$ cat src/rtl/axi_lite_master_bridge_pkg.sv
// ============================================================================
// Package     : AxiMasterPkg
// Description : Shared FSM state encoding and AXI response codes for the
//               AXI-Lite master bridge.
// Revision    : 1.0 - initial release
// ============================================================================
`default_nettype none

package AxiMasterPkg;

    typedef enum logic [2:0] {
        IDLE  = 3'd0,
        WRITE = 3'd1,
        WRESP = 3'd2,
        READ  = 3'd3,
        RRESP = 3'd4,
        DONE  = 3'd5
    } state_e;

    localparam logic [1:0] RESP_OKAY   = 2'b00;
    localparam logic [1:0] RESP_SLVERR = 2'b10;

    function automatic logic resp_is_err(input logic [1:0] resp);
        return resp != RESP_OKAY;
    endfunction

endpackage

`default_nettype wire

$ cat src/rtl/axi_lite_master_bridge_if.sv
// ============================================================================
// Interface   : AXI_ift
// Description : AXI4-Lite AW/W/B/AR/R channel bundle with master and slave
//               views.
// Revision    : 1.0 - initial release
// ============================================================================
`default_nettype none

interface AXI_ift #(
    parameter int ADDR_WIDTH = 64,
    parameter int DATA_WIDTH = 64
);
    localparam int STRB_WIDTH = DATA_WIDTH / 8;

    logic [ADDR_WIDTH-1:0] awaddr;
    logic [2:0]            awprot;
    logic                  awvalid;
    logic                  awready;
    logic [DATA_WIDTH-1:0] wdata;
    logic [STRB_WIDTH-1:0] wstrb;
    logic                  wvalid;
    logic                  wready;
    logic [1:0]            bresp;
    logic                  bvalid;
    logic                  bready;
    logic [ADDR_WIDTH-1:0] araddr;
    logic [2:0]            arprot;
    logic                  arvalid;
    logic                  arready;
    logic [DATA_WIDTH-1:0] rdata;
    logic [1:0]            rresp;
    logic                  rvalid;
    logic                  rready;

    modport Master (
        output awaddr, awprot, awvalid, wdata, wstrb, wvalid, bready,
               araddr, arprot, arvalid, rready,
        input  awready, wready, bresp, bvalid, arready, rdata, rresp, rvalid
    );

    modport Slave (
        input  awaddr, awprot, awvalid, wdata, wstrb, wvalid, bready,
               araddr, arprot, arvalid, rready,
        output awready, wready, bresp, bvalid, arready, rdata, rresp, rvalid
    );
endinterface

`default_nettype wire

$ cat src/rtl/axi_lite_master_bridge.sv
// ============================================================================
// Module      : axi_lite_master_bridge
// Description : Converts a held read/write request into one AXI4-Lite
//               transaction and reports completion with a one-cycle pulse.
//               Optional macro AXI_MASTER_DEBUG_EN adds state/count debug ports.
// Revision    : 1.0 - initial release
// ============================================================================
`default_nettype none

module axi_lite_master_bridge
    import AxiMasterPkg::*;
#(
    parameter int C_M_AXI_DATA_WIDTH = 64,
    parameter int C_M_AXI_ADDR_WIDTH = 64
) (
    input  logic                            clk,
    input  logic                            rstn,
    input  logic [C_M_AXI_ADDR_WIDTH-1:0]   addr_i,
    input  logic [C_M_AXI_DATA_WIDTH-1:0]   wdata_i,
    input  logic [C_M_AXI_DATA_WIDTH/8-1:0] wmask_i,
    input  logic                            ren_i,
    input  logic                            wen_i,
    output logic [C_M_AXI_DATA_WIDTH-1:0]   rdata_o,
    output logic                            valid_o,
    output logic                            resp_err_o,
`ifdef AXI_MASTER_DEBUG_EN
    output logic [2:0]                      debug_state_o,
    output logic [31:0]                     debug_txn_cnt_o,
`endif
    AXI_ift.Master                          master_ift
);

    localparam int STRB_W = C_M_AXI_DATA_WIDTH / 8;

    state_e                          state_q,    state_d;
    logic [C_M_AXI_ADDR_WIDTH-1:0]   addr_q,     addr_d;
    logic [C_M_AXI_DATA_WIDTH-1:0]   wdata_q,    wdata_d;
    logic [STRB_W-1:0]               wmask_q,    wmask_d;
    logic                            awvalid_q,  awvalid_d;
    logic                            wvalid_q,   wvalid_d;
    logic                            bready_q,   bready_d;
    logic                            arvalid_q,  arvalid_d;
    logic                            rready_q,   rready_d;
    logic [C_M_AXI_DATA_WIDTH-1:0]   rdata_q,    rdata_d;
    logic                            resp_err_q, resp_err_d;
    logic                            valid_q,    valid_d;
    logic                            aw_done,    w_done;
`ifdef AXI_MASTER_DEBUG_EN
    logic [31:0]                     txn_cnt_q,  txn_cnt_d;
`endif

    always_comb begin
        state_d    = state_q;
        addr_d     = addr_q;
        wdata_d    = wdata_q;
        wmask_d    = wmask_q;
        awvalid_d  = awvalid_q;
        wvalid_d   = wvalid_q;
        bready_d   = bready_q;
        arvalid_d  = arvalid_q;
        rready_d   = rready_q;
        rdata_d    = rdata_q;
        resp_err_d = resp_err_q;
        valid_d    = 1'b0;
        aw_done    = 1'b0;
        w_done     = 1'b0;

        case (state_q)
            IDLE: begin
                // A simultaneous read is dropped: write has priority.
                if (wen_i) begin
                    addr_d    = addr_i;
                    wdata_d   = wdata_i;
                    wmask_d   = wmask_i;
                    awvalid_d = 1'b1;
                    wvalid_d  = 1'b1;
                    state_d   = WRITE;
                end else if (ren_i) begin
                    addr_d    = addr_i;
                    arvalid_d = 1'b1;
                    state_d   = READ;
                end
            end
            WRITE: begin
                aw_done = !awvalid_q || master_ift.awready;
                w_done  = !wvalid_q  || master_ift.wready;
                if (master_ift.awready) awvalid_d = 1'b0;
                if (master_ift.wready)  wvalid_d  = 1'b0;
                if (aw_done && w_done) begin
                    bready_d = 1'b1;
                    state_d  = WRESP;
                end
            end
            WRESP: begin
                if (master_ift.bvalid) begin
                    bready_d   = 1'b0;
                    resp_err_d = resp_is_err(master_ift.bresp);
                    valid_d    = 1'b1;
                    state_d    = DONE;
                end
            end
            READ: begin
                if (master_ift.arready) begin
                    arvalid_d = 1'b0;
                    rready_d  = 1'b1;
                    state_d   = RRESP;
                end
            end
            RRESP: begin
                if (master_ift.rvalid) begin
                    rready_d   = 1'b0;
                    rdata_d    = master_ift.rdata;
                    resp_err_d = resp_is_err(master_ift.rresp);
                    valid_d    = 1'b1;
                    state_d    = DONE;
                end
            end
            DONE:    state_d = IDLE;
            default: state_d = IDLE;
        endcase

`ifdef AXI_MASTER_DEBUG_EN
        txn_cnt_d = txn_cnt_q + {31'd0, valid_d};
`endif
    end

    always_ff @(posedge clk or negedge rstn) begin
        if (!rstn) begin
            state_q    <= IDLE;
            addr_q     <= '0;
            wdata_q    <= '0;
            wmask_q    <= '0;
            awvalid_q  <= 1'b0;
            wvalid_q   <= 1'b0;
            bready_q   <= 1'b0;
            arvalid_q  <= 1'b0;
            rready_q   <= 1'b0;
            rdata_q    <= '0;
            resp_err_q <= 1'b0;
            valid_q    <= 1'b0;
`ifdef AXI_MASTER_DEBUG_EN
            txn_cnt_q  <= '0;
`endif
        end else begin
            state_q    <= state_d;
            addr_q     <= addr_d;
            wdata_q    <= wdata_d;
            wmask_q    <= wmask_d;
            awvalid_q  <= awvalid_d;
            wvalid_q   <= wvalid_d;
            bready_q   <= bready_d;
            arvalid_q  <= arvalid_d;
            rready_q   <= rready_d;
            rdata_q    <= rdata_d;
            resp_err_q <= resp_err_d;
            valid_q    <= valid_d;
`ifdef AXI_MASTER_DEBUG_EN
            txn_cnt_q  <= txn_cnt_d;
`endif
        end
    end

    assign master_ift.awaddr  = addr_q;
    assign master_ift.awprot  = 3'b000;
    assign master_ift.awvalid = awvalid_q;
    assign master_ift.wdata   = wdata_q;
    assign master_ift.wstrb   = wmask_q;
    assign master_ift.wvalid  = wvalid_q;
    assign master_ift.bready  = bready_q;
    assign master_ift.araddr  = addr_q;
    assign master_ift.arprot  = 3'b000;
    assign master_ift.arvalid = arvalid_q;
    assign master_ift.rready  = rready_q;

    assign rdata_o    = rdata_q;
    assign valid_o    = valid_q;
    assign resp_err_o = resp_err_q;

`ifdef AXI_MASTER_DEBUG_EN
    assign debug_state_o   = state_q;
    assign debug_txn_cnt_o = txn_cnt_q;
`endif

endmodule

`default_nettype wire

$ cat src/flat_wrapper.sv
// flat-port wrapper written by rule: the top's interface ports become plain ports
module axi_lite_master_bridge_flat import AxiMasterPkg::*;
#(
    parameter int C_M_AXI_DATA_WIDTH = 64,
    parameter int C_M_AXI_ADDR_WIDTH = 64
)
  (clk, rstn, addr_i, wdata_i, wmask_i, ren_i, wen_i, rdata_o, valid_o, resp_err_o, master_ift_awaddr, master_ift_awprot, master_ift_awvalid, master_ift_wdata, master_ift_wstrb, master_ift_wvalid, master_ift_bready, master_ift_araddr, master_ift_arprot, master_ift_arvalid, master_ift_rready, master_ift_awready, master_ift_wready, master_ift_bresp, master_ift_bvalid, master_ift_arready, master_ift_rdata, master_ift_rresp, master_ift_rvalid);
  AXI_ift #(.ADDR_WIDTH((64)), .DATA_WIDTH((64))) master_ift_i ();
  input  logic clk;
  input  logic rstn;
  input  logic [C_M_AXI_ADDR_WIDTH-1:0] addr_i;
  input  logic [C_M_AXI_DATA_WIDTH-1:0] wdata_i;
  input  logic [C_M_AXI_DATA_WIDTH/8-1:0] wmask_i;
  input  logic ren_i;
  input  logic wen_i;
  output logic [C_M_AXI_DATA_WIDTH-1:0] rdata_o;
  output logic valid_o;
  output logic resp_err_o;
  output wire logic [$bits(master_ift_i.awaddr)-1:0] master_ift_awaddr;
  output wire logic [$bits(master_ift_i.awprot)-1:0] master_ift_awprot;
  output wire logic [$bits(master_ift_i.awvalid)-1:0] master_ift_awvalid;
  output wire logic [$bits(master_ift_i.wdata)-1:0] master_ift_wdata;
  output wire logic [$bits(master_ift_i.wstrb)-1:0] master_ift_wstrb;
  output wire logic [$bits(master_ift_i.wvalid)-1:0] master_ift_wvalid;
  output wire logic [$bits(master_ift_i.bready)-1:0] master_ift_bready;
  output wire logic [$bits(master_ift_i.araddr)-1:0] master_ift_araddr;
  output wire logic [$bits(master_ift_i.arprot)-1:0] master_ift_arprot;
  output wire logic [$bits(master_ift_i.arvalid)-1:0] master_ift_arvalid;
  output wire logic [$bits(master_ift_i.rready)-1:0] master_ift_rready;
  input wire logic [$bits(master_ift_i.awready)-1:0] master_ift_awready;
  input wire logic [$bits(master_ift_i.wready)-1:0] master_ift_wready;
  input wire logic [$bits(master_ift_i.bresp)-1:0] master_ift_bresp;
  input wire logic [$bits(master_ift_i.bvalid)-1:0] master_ift_bvalid;
  input wire logic [$bits(master_ift_i.arready)-1:0] master_ift_arready;
  input wire logic [$bits(master_ift_i.rdata)-1:0] master_ift_rdata;
  input wire logic [$bits(master_ift_i.rresp)-1:0] master_ift_rresp;
  input wire logic [$bits(master_ift_i.rvalid)-1:0] master_ift_rvalid;
  assign master_ift_awaddr = master_ift_i.awaddr;
  assign master_ift_awprot = master_ift_i.awprot;
  assign master_ift_awvalid = master_ift_i.awvalid;
  assign master_ift_wdata = master_ift_i.wdata;
  assign master_ift_wstrb = master_ift_i.wstrb;
  assign master_ift_wvalid = master_ift_i.wvalid;
  assign master_ift_bready = master_ift_i.bready;
  assign master_ift_araddr = master_ift_i.araddr;
  assign master_ift_arprot = master_ift_i.arprot;
  assign master_ift_arvalid = master_ift_i.arvalid;
  assign master_ift_rready = master_ift_i.rready;
  assign master_ift_i.awready = master_ift_awready;
  assign master_ift_i.wready = master_ift_wready;
  assign master_ift_i.bresp = master_ift_bresp;
  assign master_ift_i.bvalid = master_ift_bvalid;
  assign master_ift_i.arready = master_ift_arready;
  assign master_ift_i.rdata = master_ift_rdata;
  assign master_ift_i.rresp = master_ift_rresp;
  assign master_ift_i.rvalid = master_ift_rvalid;
  axi_lite_master_bridge #(.C_M_AXI_DATA_WIDTH(C_M_AXI_DATA_WIDTH), .C_M_AXI_ADDR_WIDTH(C_M_AXI_ADDR_WIDTH)) u_core (.clk(clk), .rstn(rstn), .addr_i(addr_i), .wdata_i(wdata_i), .wmask_i(wmask_i), .ren_i(ren_i), .wen_i(wen_i), .rdata_o(rdata_o), .valid_o(valid_o), .resp_err_o(resp_err_o), .master_ift(master_ift_i));
endmodule
$ cat config.mk
export PLATFORM = sky130hd
export DESIGN_NAME = axi_lite_master_bridge_flat
export DESIGN_NICKNAME = d
export VERILOG_FILES = /design/src/rtl/axi_lite_master_bridge_pkg.sv /design/src/rtl/axi_lite_master_bridge_if.sv /design/src/rtl/axi_lite_master_bridge.sv /design/src/flat_wrapper.sv
export SDC_FILE = /design/constraint.sdc
export NUM_CORES = 1
export LEC_CHECK = 0
export BUFFER_PORTS_ARGS = -buffer_cell sky130_fd_sc_hd__buf_2
export CORE_AREA = 4 4 190 192
export DETAILED_ROUTE_END_ITERATION = 8
export DIE_AREA = 0 0 194 196
export GPL_ROUTABILITY_DRIVEN = 0
export GPL_TIMING_DRIVEN = 0
export SYNTH_ARGS = -nofsm -noshare
export SYNTH_HDL_FRONTEND = slang
export SYNTH_SLANG_ARGS = --single-unit
$ cat constraint.sdc
create_clock -name clk -period 1.6 [get_ports clk]
set_input_delay 0.16 -clock clk [delete_from_list [all_inputs] [get_ports clk]]
set_output_delay 0.16 -clock clk [all_outputs]
set_load 0.02 [all_outputs]
Word-level counts from Yosys, hierarchy flattened
Cells that the tools add are included.
{"block": "word_totals", "register_bits": 210, "word_cells": 80, "output_inout_bits": 277, "in_bits": 213}
{"block": "classes", "n_mux": 30, "n_eq_ne": 14, "n_reduce_logical": 24}
{"op": "$mux 64", "count": 2}
{"op": "$mux 3", "count": 6}
{"op": "$ne 2x2->1 const B", "count": 8}
{"op": "$reduce_bool 2->1", "count": 8}
{"op": "$pmux 3 s5", "count": 1}
{"op": "$reduce_and 3->1", "count": 5}
{"op": "$mux 1", "count": 14}
{"op": "$pmux 1 s2", "count": 7}
{"op": "$eq 3x2->1 const B", "count": 2}
{"op": "$reduce_and 2->1", "count": 3}
{"op": "$reduce_and 5->1", "count": 1}
{"op": "$reduce_and 4->1", "count": 1}
{"op": "$eq 3x1->1 const B", "count": 1}
{"op": "$eq 3x3->1 const B", "count": 1}
{"op": "$logic_not 3->1", "count": 1}
{"op": "$ne 3x3->1 const B", "count": 1}
{"op": "$logic_not 1->1", "count": 2}
{"op": "$logic_or 1x1->1", "count": 2}
{"op": "$ne 2x1->1 const B", "count": 1}
{"op": "$logic_and 1x1->1", "count": 1}

Longest topological paths before layout
Gate-level depths: netlist (run 1).
{"block": "depth", "word_depth": 5, "depth_mapped": 6, "ltp_nobuf": 4}

Worst setup path after synthesis (run 1)
OpenSTA, ideal clock, no wires.
{"block": "synth_timing", "path_kind": "flip-flop to flip-flop", "from": "register u_core.state_q[1]", "to": "register u_core.wdata_q[0], in the netlist u_core.master_ift.wdata[0]", "setup_time_ns": 0.125, "path_slack_ns": -0.200, "synth_period_minus_slack_ns": 1.800, "t_required_ns": 1.475, "arrival_time_ns": 1.675, "path_buffers": 2, "path_stages_with_launch": 5, "path_cell_list": "dfrtp_1 > buf_6 > nor4_4 > buf_6 > mux2_2"}
{"block": "synth_via", "elab_chain_len": 2}
{"element": "from (decl)", "line": "axi_lite_master_bridge.sv:35", "rtl": "state_e state_q, state_d;"}
{"element": "from (signal assigned)", "line": "axi_lite_master_bridge.sv:145", "rtl": "state_q <= state_d;"}
{"element": "$logic_not 3->1", "line": "axi_lite_master_bridge.sv:68", "rtl": "case (state_q)"}
{"element": "$reduce_and 2->1 (no source line)"}
{"element": "to (signal assigned)", "line": "axi_lite_master_bridge.sv:147", "rtl": "wdata_q <= wdata_d;"}
{"element": "to (decl)", "line": "axi_lite_master_bridge.sv:37", "rtl": "logic [C_M_AXI_DATA_WIDTH-1:0] wdata_q, wdata_d;"}
Every way passes these cells.
A chain may end at the register's enable or synchronous reset.

Final worst setup path (run 1)
{"block": "layout_timing", "from": "register u_core.state_q[1]", "to": "register u_core.wdata_q[8], in the netlist u_core.master_ift.wdata[8]"}
The elaborated chain is that of the path after synthesis.

==> metrics, run 1 <==
Syn Area/Cell=15.26 sq um; Synth Area in XOR/XNOR=0%; maxcap violations=0; final non-filler cell total=1764; Required @ worst endpoint=1.99 ns; post-synth top area share=61.26%; Adder-Cell Fraction of Synth Area=0%; top post-synthesis cells by count=210 x dfrtp_1, 184 x mux2_2, 70 x buf_4; post-synthesis compound-gate area fraction=1.561%; slew at the pin closest to its max-slew limit=0.5085 ns; Port Buffers=483; Clock Latency Late Sink=0.51 ns; ys async rst share=100.0%; Main synth FF type=dfrtp_1; multiplexer area fraction after synthesis=26.50%; DIE WIDTH=194 um; count leader, synth=dfrtp_1; clock skew=0.006892 ns; Routed wire per std cell=16.83 um; Crit path largest cell delay=0.41 ns; count of warnings emitted by yosys=0; Yosys cell types=29; share of layout cells above drive strength 1=62.92%; share of the yosys chip area belonging to registers=61.26%; CP cell instances=buf_6 > nor4_4 > buf_12 > buf_12 > mux2_4; minimum clock period=1.673 ns; initial antenna violation count=2; Via density=4.124; CTS tree=yes; CP Capture Type=register; final net count=1503; GRT overflow=0; worst path bufs/invs=3; Crit path arrival time=2.06 ns; DRC=0; leakage dissipation=7.667 nW; status=complete, but fails checks; Post-Synth Simple-Gate Area=1.852%; peak supply drop=1216 uV; dpl hpwl=20520 um; final setup fails=104; total track usage=14.83%; Clock Sinks=210; cells after synthesis=562; total power=32.74 mW; RSZ-0062 raised after global routing=true; DRT iter0 DRCs=148; EDFF count, synth=0; Hold Vio Cnt, Final=0; worst-path fanout max=10; # rows=68; core area=34370 sq um; Worst setup SP type=register; CTS Root Cell=clkbuf_16; vias in the first global route=8279; Layout area overhead=79.03%; FF+latch count, synth=210; largest net degree at the start of global routing=91; Max Fclk=597.7 MHz; die height=196 um; io pins=490; DR vias=7274; DRT Pass-1 Iters=4; Synth Cell Area=8578 sq um; Slew Viols, Final=0; critical path class=reg2reg; Cells after DPL=1507; fillers=3051; failing checks=negative setup slack; setup slack at placement=-0.5657 ns; most used cell, CP=buf_12; first-pass GRT wire length=46130 um; Crit-path slowest cell=dfrtp_1; Tcrit/Tclk final=104.6%; Hold Path Class=in2reg; Pwr Density=2132 nW/um^2; TritonCTS buffer count=24; Detail Route Antenna Nets=0; Worst slew margin=66.10%; Setup WS post-layout=-0.07311 ns; Starting Density=24.96%; Clock transition at path regs=0.06 ns; CP top delay family=buffers and inverters; largest family of logic cells by synthesized area=multiplexers; total wire length=29680 um; dominant cell type by area after synthesis=dfrtp_1; main area contributors after synthesis=dfrtp_1 61%, mux2_2 24%, buf_4 6.1%; DIE AREA=38020 sq um; clk buf depth=3; H-Tree Depth=1
==> through the flow <==
step / area (sq um) / hold slack (ns) / setup TNS (ns) / utilization, %
after global placement: 11850 / 0.3761 / -800.29 / 34.47
final: 15360 / 0.05265 / -3.416 / 44.68
after detailed placement: 11910 / 0.1252 / -96.38 / 34.66
after floorplan: 8862 / -0.1356 / -18.75 / -
after CTS: 15150 / 0.01714 / -4.626 / 44.08
after global routing: 15360 / 0.08072 / -15.19 / 44.68
==> power breakdown <==
part | internal, mW | switching [mW]
registers | 8.05 | 1.83
clock network | 3.23 | 2.15
logic | 8.61 | 8.86
total | 19.9 | 12.8
==> area by class of cell <==
cell class	count	area, sq um	share of cell area [%]
sequential	210	5255	34.22
timing repair buffer	697	4627	30.13
multi-input combinational	257	3139	20.44
buffer	94	952.2	6.200
clock buffer	39	758.2	4.937
tap	455	569.3	3.707
clock inverter	5	31.28	0.2037
inverter	6	22.52	0.1467
antenna	1	2.502	0.01629
==> layout by cell type, fill, tap and decap left out, drive strengths merged, types with 2 or more instances in the layout <==
cell | netlist | layout
buf | 91 | 583
o21ai | 10 | 10
mux2 | 201 | 201
nand2 | 10 | 10
dfrtp | 210 | 210
clkinv | 0 | 4
nand3 | 2 | 2
inv | 6 | 6
nor2 | 6 | 6
a31oi | 2 | 2
conb | 1 | 6
nand2b | 2 | 2
a21oi | 5 | 5
nor3 | 2 | 2
clkbuf | 3 | 41
nor4 | 2 | 2
dlygate4sd3 | 0 | 206
==> what timing repair did <==
action                     CTS  global route
setup buffers                6             0
setup endpoints to repair  200           199
pin swaps                    3             0
resized for setup           81            52
hold buffers               206             0
hold endpoints to repair   260             0
==> worst reg2reg max path, stage by stage, from the launching register on <==
cell	delay [ns]
dfrtp_1	0.41
buf_6	0.16
nor4_4	0.27
buf_12	0.21
buf_12	0.19
mux2_4	0.31
==> final timing paths <==
kind	slack [ns]	cells after the start	from	endpoint
worst max-delay path	-0.07	5	u_core.state_q[1]	u_core.master_ift.wdata[8]
worst min-delay path	0.05	4	master_ift_bvalid	u_core.state_q[1]
worst max register to register	-0.07	5	u_core.state_q[1]	u_core.master_ift.wdata[8]
worst min register to register	0.49	1	u_core.rdata_o[11]	u_core.rdata_o[11]
max in group asynchronous	0.60	3	rstn	u_core.master_ift.wstrb[3]
min in group asynchronous	0.16	2	rstn	u_core.master_ift.araddr[20]
==> cells by family after synthesis <==
| kind of cell | Yosys count |
|---|---|
| other cells | 1 |
| compound gates | 23 |
| flops | 210 |
| buf+inv | 100 |
| simple gates | 26 |
| mux | 202 |
==> per-layer routing <==
metal | wire length (um) | GRT usage (%) | part of all wire [%] | up-vias
met2 | 15350 | 27.46 | 52 | 324
li1 | - | - | - | 3333
met4 | 1118 | 5.417 | 3.8 | 2
met5 | 13 | 0 | 0.044 | -
met3 | 2182 | 3.916 | 7.4 | 75
met1 | 11020 | 16.32 | 37 | 3540
==> registers in the layout, summed over array words and instances (netlist names) <==
| register | count |
|---|---|
| u_core.master_ift.bready | 1 |
| u_core.master_ift.wstrb | 8 |
| u_core.resp_err_o | 1 |
| u_core.valid_o | 1 |
| u_core.master_ift.wdata | 64 |
| u_core.rdata_o | 64 |
| u_core.master_ift.wvalid | 1 |
| u_core.master_ift.araddr | 64 |
| u_core.state_q | 3 |
| u_core.master_ift.awvalid | 1 |
| u_core.master_ift.arvalid | 1 |
| u_core.master_ift.rready | 1 |
Note: power is estimated with default switching activity, not from simulation.
==> run 2: changes to the inputs <==
- MAX_ROUTING_LAYER: unset -> met4
==> run 2 against run 1 <==
The flow still finishes with violations (negative setup slack). Via count down 0.49%. Clock power about the same. Non-clock buffer count unchanged. Flip-flop and latch count unchanged. Hold slack better by 0.0010 ns. Global-route usage up 0.44 points. Critical path depth unchanged. Sequential share of layout area about the same. Combinational power about the same. Die area unchanged. Cell count about the same. Critical endpoint unchanged. Highest routed layer is now met4.
==> metrics, run 2 (same netlist as run 1, synthesis figures left out) <==
fillers=3051; maxcap violations=0; DIE AREA=38020 sq um; Setup WS post-layout=-0.07536 ns; Tcrit/Tclk final=104.7%; total wire length=29700 um; failing checks=negative setup slack; Detail Route Antenna Nets=0; final setup fails=90; final net count=1503; CTS tree=yes; total power=32.76 mW; Slew Viols, Final=0; DRT Pass-1 Iters=4; io pins=490; worst-path fanout max=10; Port Buffers=483; Clock transition at path regs=0.06 ns; clock skew=0.005956 ns; Crit path arrival time=2.06 ns; setup slack at placement=-0.5657 ns; Layout area overhead=79.05%; core area=34370 sq um; DIE WIDTH=194 um; clk buf depth=3; # rows=68; slew at the pin closest to its max-slew limit=0.5103 ns; Worst setup SP type=register; Worst slew margin=65.98%; commonest cells after routing, fill and taps aside=482 x buf_2, 210 x dfrtp_1, 206 x dlygate4sd3_1, 146 x mux2_4, 73 x buf_4; Pwr Density=2133 nW/um^2; die height=196 um; share of layout cells above drive strength 1=62.92%; Cells after DPL=1507; final non-filler cell total=1765; Via density=4.101; status=complete, but fails checks; DRT iter0 DRCs=152; TritonCTS buffer count=24; CP cell instances=buf_6 > nor4_4 > buf_12 > buf_12 > mux2_4; DR vias=7238; Post-Layout Inst Area=15360 sq um; initial antenna violation count=2; RSZ-0062 raised after global routing=true; total track usage=15.27%; Hold Path Class=in2reg; critical path class=reg2reg; DRC=0; largest net degree at the start of global routing=91; first-pass GRT wire length=46130 um; H-Tree Depth=1; Routed wire per std cell=16.83 um; most used cell, CP=buf_12; Starting Density=24.96%; peak supply drop=1216 uV; CTS Root Cell=clkbuf_16; Required @ worst endpoint=1.99 ns; GRT overflow=0; placed cell area=11910 sq um; CP Capture Type=register; Clock Latency Late Sink=0.51 ns; Clock Sinks=210; Crit-path slowest cell=dfrtp_1; minimum clock period=1.675 ns; leakage dissipation=7.667 nW; vias in the first global route=8279; dpl hpwl=20520 um; Crit path largest cell delay=0.41 ns; Max Fclk=596.9 MHz; Hold Vio Cnt, Final=0; most common cell after layout, fill and taps aside=buf_2
-- run 2: final timing paths --
| path | start | to | slack (ns) | depth (start not counted) |
|---|---|---|---|---|
| worst max register to register | u_core.state_q[1] | u_core.master_ift.wdata[8] | -0.08 | 5 |
| worst min-delay path | master_ift_bvalid | u_core.state_q[1] | 0.05 | 4 |
| min in group asynchronous | rstn | u_core.master_ift.araddr[20] | 0.16 | 2 |
| max in group asynchronous | rstn | u_core.master_ift.wstrb[3] | 0.61 | 3 |
| worst max-delay path | u_core.state_q[1] | u_core.master_ift.wdata[8] | -0.08 | 5 |
| worst min register to register | u_core.rdata_o[11] | u_core.rdata_o[11] | 0.50 | 1 |
-- run 2: area by class of cell --
class | count | area (sq um) | share of cell area, %
tap | 455 | 569.3 | 3.706
multi-input combinational | 257 | 3139 | 20.44
buffer | 94 | 952.2 | 6.199
clock inverter | 5 | 31.28 | 0.2036
sequential | 210 | 5255 | 34.21
timing repair buffer | 697 | 4627 | 30.12
antenna | 2 | 5.005 | 0.03258
inverter | 6 | 22.52 | 0.1466
clock buffer | 39 | 758.2 | 4.936
-- run 2: power by group --
part	internal [mW]	switching (mW)	total, mW
clock	3.23	2.17	5.40
sequential	8.05	1.83	9.88
combinational	8.61	8.87	17.5
-- run 2: stage by stage --
stage	utilization [%]	TNS, ns	hold WS [ns]
floorplan	-	-18.75	-0.1356
global placement	34.47	-800.29	0.3761
detailed placement	34.66	-96.38	0.1252
CTS	44.08	-4.626	0.01714
global route	44.69	-15.18	0.08076
finish	44.69	-3.510	0.05367
-- run 2: worst max-delay path: cells and delay by family, from the launching register on --
kind / cells / cell delay, ns
buf+inv: 3 / 0.54
flops: 1 / 0.41
mux: 1 / 0.31
simple gates: 1 / 0.27
-- run 2: metal layers --
layer  wire (um)  GRT usage (%)  part of all wire [%]  vias to the layer above
met5           0              -                     0                        -
met4        1079          5.417                   3.6                        0
met3        1809          3.022                   6.1                       71
met2       15360          27.44                    52                      321
met1       11460          16.93                    39                     3516
li1            -              -                     -                     3330
-- run 2: what timing repair did --
action                                  in CTS  in global routing
hold buffers                               206                  0
setup buffers                                6                  0
hold endpoints to repair                   260                  0
pin swaps                                    3                  0
resized for setup                           81                 52
endpoints found under the setup margin     200                199
gates cloned                                 0                  0
==> run 3: changes to the inputs <==
- ABC_AREA: unset -> 1
- CORE_AREA: 4 4 190 192 -> 4 4 189 191
- DIE_AREA: 0 0 194 196 -> 0 0 193 195
==> run 3 against run 2 <==
Largest power group unchanged. Critical path depth grew 3. Critical path type unchanged. Maximum frequency grew 9.9%. Worst setup slack gained 0.15 ns. The run now ends clean. Routed wire length grew 13%. Clock power shrank 0.9%. Sequential power shrank 3.5%. Synthesized cell count grew 80%. Sequential share of layout area grew 1.1 points. First-iteration DRC count grew 120%. Flip-flop and latch count is the same.
==> metrics, run 3 <==
EDFF count, synth=0; Via density=4.274; Max Fclk=656.0 MHz; FF+latch count, synth=210; DIE AREA=37640 sq um; count of warnings emitted by yosys=0; worst path bufs/invs=3; post-synthesis compound-gate area fraction=4.666%; CTS Root Cell=clkbuf_16; top post-synthesis cells by count=416 x nand2_1, 210 x dfrtp_1, 81 x nand3_1; Clock Latency Late Sink=0.51 ns; Crit path largest cell delay=0.41 ns; status=finished, final reports clean; most common cell after layout, fill and taps aside=buf_2; final non-filler cell total=2208; Detail Route Antenna Nets=0; Syn Area/Cell=8.850 sq um; peak supply drop=961.0 uV; DIE WIDTH=193 um; TritonCTS buffer count=24; CP Capture Type=register; post-synth top area share=58.85%; Clock transition at path regs=0.06 ns; share of the yosys chip area belonging to registers=58.85%; largest family of logic cells by synthesized area=simple AND/OR/NAND/NOR gates; clock skew=0.008522 ns; critical path class=reg2reg; total track usage=17.27%; CTS tree=yes; Port Buffers=483; H-Tree Depth=1; share of layout cells above drive strength 1=37.43%; final setup fails=0; dpl hpwl=23420 um; Adder-Cell Fraction of Synth Area=0%; setup_tns=0 ns; commonest cells after routing, fill and taps aside=496 x buf_2, 415 x nand2_1, 208 x dfrtp_1, 204 x dlygate4sd3_1, 82 x buf_4; Worst setup SP type=register; cells after synthesis=1009; multiplexer area fraction after synthesis=0%; Tcrit/Tclk final=95.28%; DRT Pass-1 Iters=4; DR vias=9436; leakage dissipation=8.509 nW; first-pass GRT wire length=51670 um; # rows=68; Layout area overhead=66.85%; Crit path arrival time=1.97 ns; total wire length=33480 um; final net count=1945; minimum clock period=1.524 ns; Starting Density=26.17%; largest net degree at the start of global routing=113; GRT overflow=0; Yosys cell types=24; worst hold slack=0.03392 ns; vias in the first global route=9717; Hold Vio Cnt, Final=0; Required @ worst endpoint=2.05 ns; ys async rst share=100.0%; CP cell instances=buf_6 > nor2_4 > nand2_4 > nor2_4 > buf_6 > buf_4 > nand2_1 > nand2_1; slew at the pin closest to its max-slew limit=0.7977 ns; maxcap violations=0; Routed wire per std cell=15.16 um; total power=29.46 mW; DRT iter0 DRCs=327; Main synth FF type=dfrtp_1; r2r setup slk=0.08 ns; Slew Viols, Final=0; Post-Synth Simple-Gate Area=23.08%; Synth Cell Area=8930 sq um; Hold Path Class=in2reg; Post-Layout Inst Area=14900 sq um; Crit-path slowest cell=dfrtp_1; clk buf depth=3; RSZ-0062 raised after global routing=true; main area contributors after synthesis=dfrtp_1 59%, nand2_1 17%, buf_4 6.6%; CP top delay family=simple AND/OR/NAND/NOR gates; Worst slew margin=46.82%; dominant cell type by area after synthesis=dfrtp_1; count leader, synth=nand2_1; placed cell area=11970 sq um; Pwr Density=1977 nW/um^2; worst-path fanout max=10; DRC=0; die height=195 um; Clock Sinks=210; Cells after DPL=1953; Synth Area in XOR/XNOR=0%; core area=34120 sq um; io pins=490; initial antenna violation count=3
## run 3: cell types whose count changed in the layout (fill, tap and decap cells not counted), moves of 20 or more
cell     delta
o21ai_1    +35
inv_1      +72
mux2_4    -146
buf_12     -20
o21ai_0    +29
nand3_1    +79
nand2_1   +406
mux2_2     -51
## run 3: area by class of cell
| cell class | count | area, sq um |
|---|---|---|
| fill | 3231 | 19220 |
| clock inverter | 6 | 36.28 |
| sequential | 210 | 5258 |
| buffer | 123 | 935.9 |
| multi-input combinational | 599 | 2507 |
| inverter | 81 | 304.0 |
| clock buffer | 38 | 734.5 |
| timing repair buffer | 693 | 4547 |
| antenna | 3 | 7.507 |
| tap | 455 | 569.3 |
## run 3: cell families after synthesis
| family | Yosys count |
|---|---|
| and+or+nand+nor | 512 |
| DFF | 210 |
| buffers and inverters | 205 |
| other | 1 |
| AOI/OAI and AO/OA | 81 |
## run 3: worst min-delay path, delay by kind of cell
family                 cells  cell delay (ns)
AO/OA/AOI/OAI              1             0.15
buffers and inverters      2             0.17
## run 3: final timing paths
check	depth (start not counted)	startpoint	end
min in group asynchronous	2	rstn	u_core.rdata_o[7]
setup reg to reg	8	u_core.state_q[1]	u_core.rdata_o[48]
hold reg to reg	2	u_core.rdata_o[9]	u_core.rdata_o[9]
max in group asynchronous	3	rstn	u_core.master_ift.araddr[44]
setup / recovery	8	u_core.state_q[1]	u_core.rdata_o[48]
hold / removal	3	master_ift_bvalid	u_core.valid_o
## run 3: metrics by stage
| step | setup WS [ns] | utilization, % |
|---|---|---|
| 4_1_cts | 0.0004392 | 43.36 |
| 3_5_place_dp | -0.0002651 | 35.09 |
| 6_report | 0.07558 | 43.67 |
| 2_1_floorplan | 0.2444 | - |
| 3_3_place_gp | -3.398 | 34.98 |
| 5_1_grt | -0.009831 | 43.67 |
## run 3: report_power, final
part           internal (mW)  total, mW  switching [mW]
Clock                   3.14       5.35            2.21
Sequential              7.80       9.53            1.73
Combinational           5.48       14.6            9.10
## run 3: layer usage
metal	track usage [%]	vias to the layer above	wire length, um	part of all wire (%)
met4	6.399	0	1321	3.9
met3	3.414	92	2588	7.7
met1	20.03	4453	12880	38
li1	-	4485	-	-
met5	-	-	0	0
met2	29.60	406	16690	50
## run 3: what timing repair did
action | in CTS | in global routing
pin swaps | 0 | 1
gates resized for setup | 3 | 41
endpoints found under the hold margin | 301 | 0
setup buffers | 0 | 5
hold buffers | 204 | 0
endpoints found under the setup margin | 12 | 164
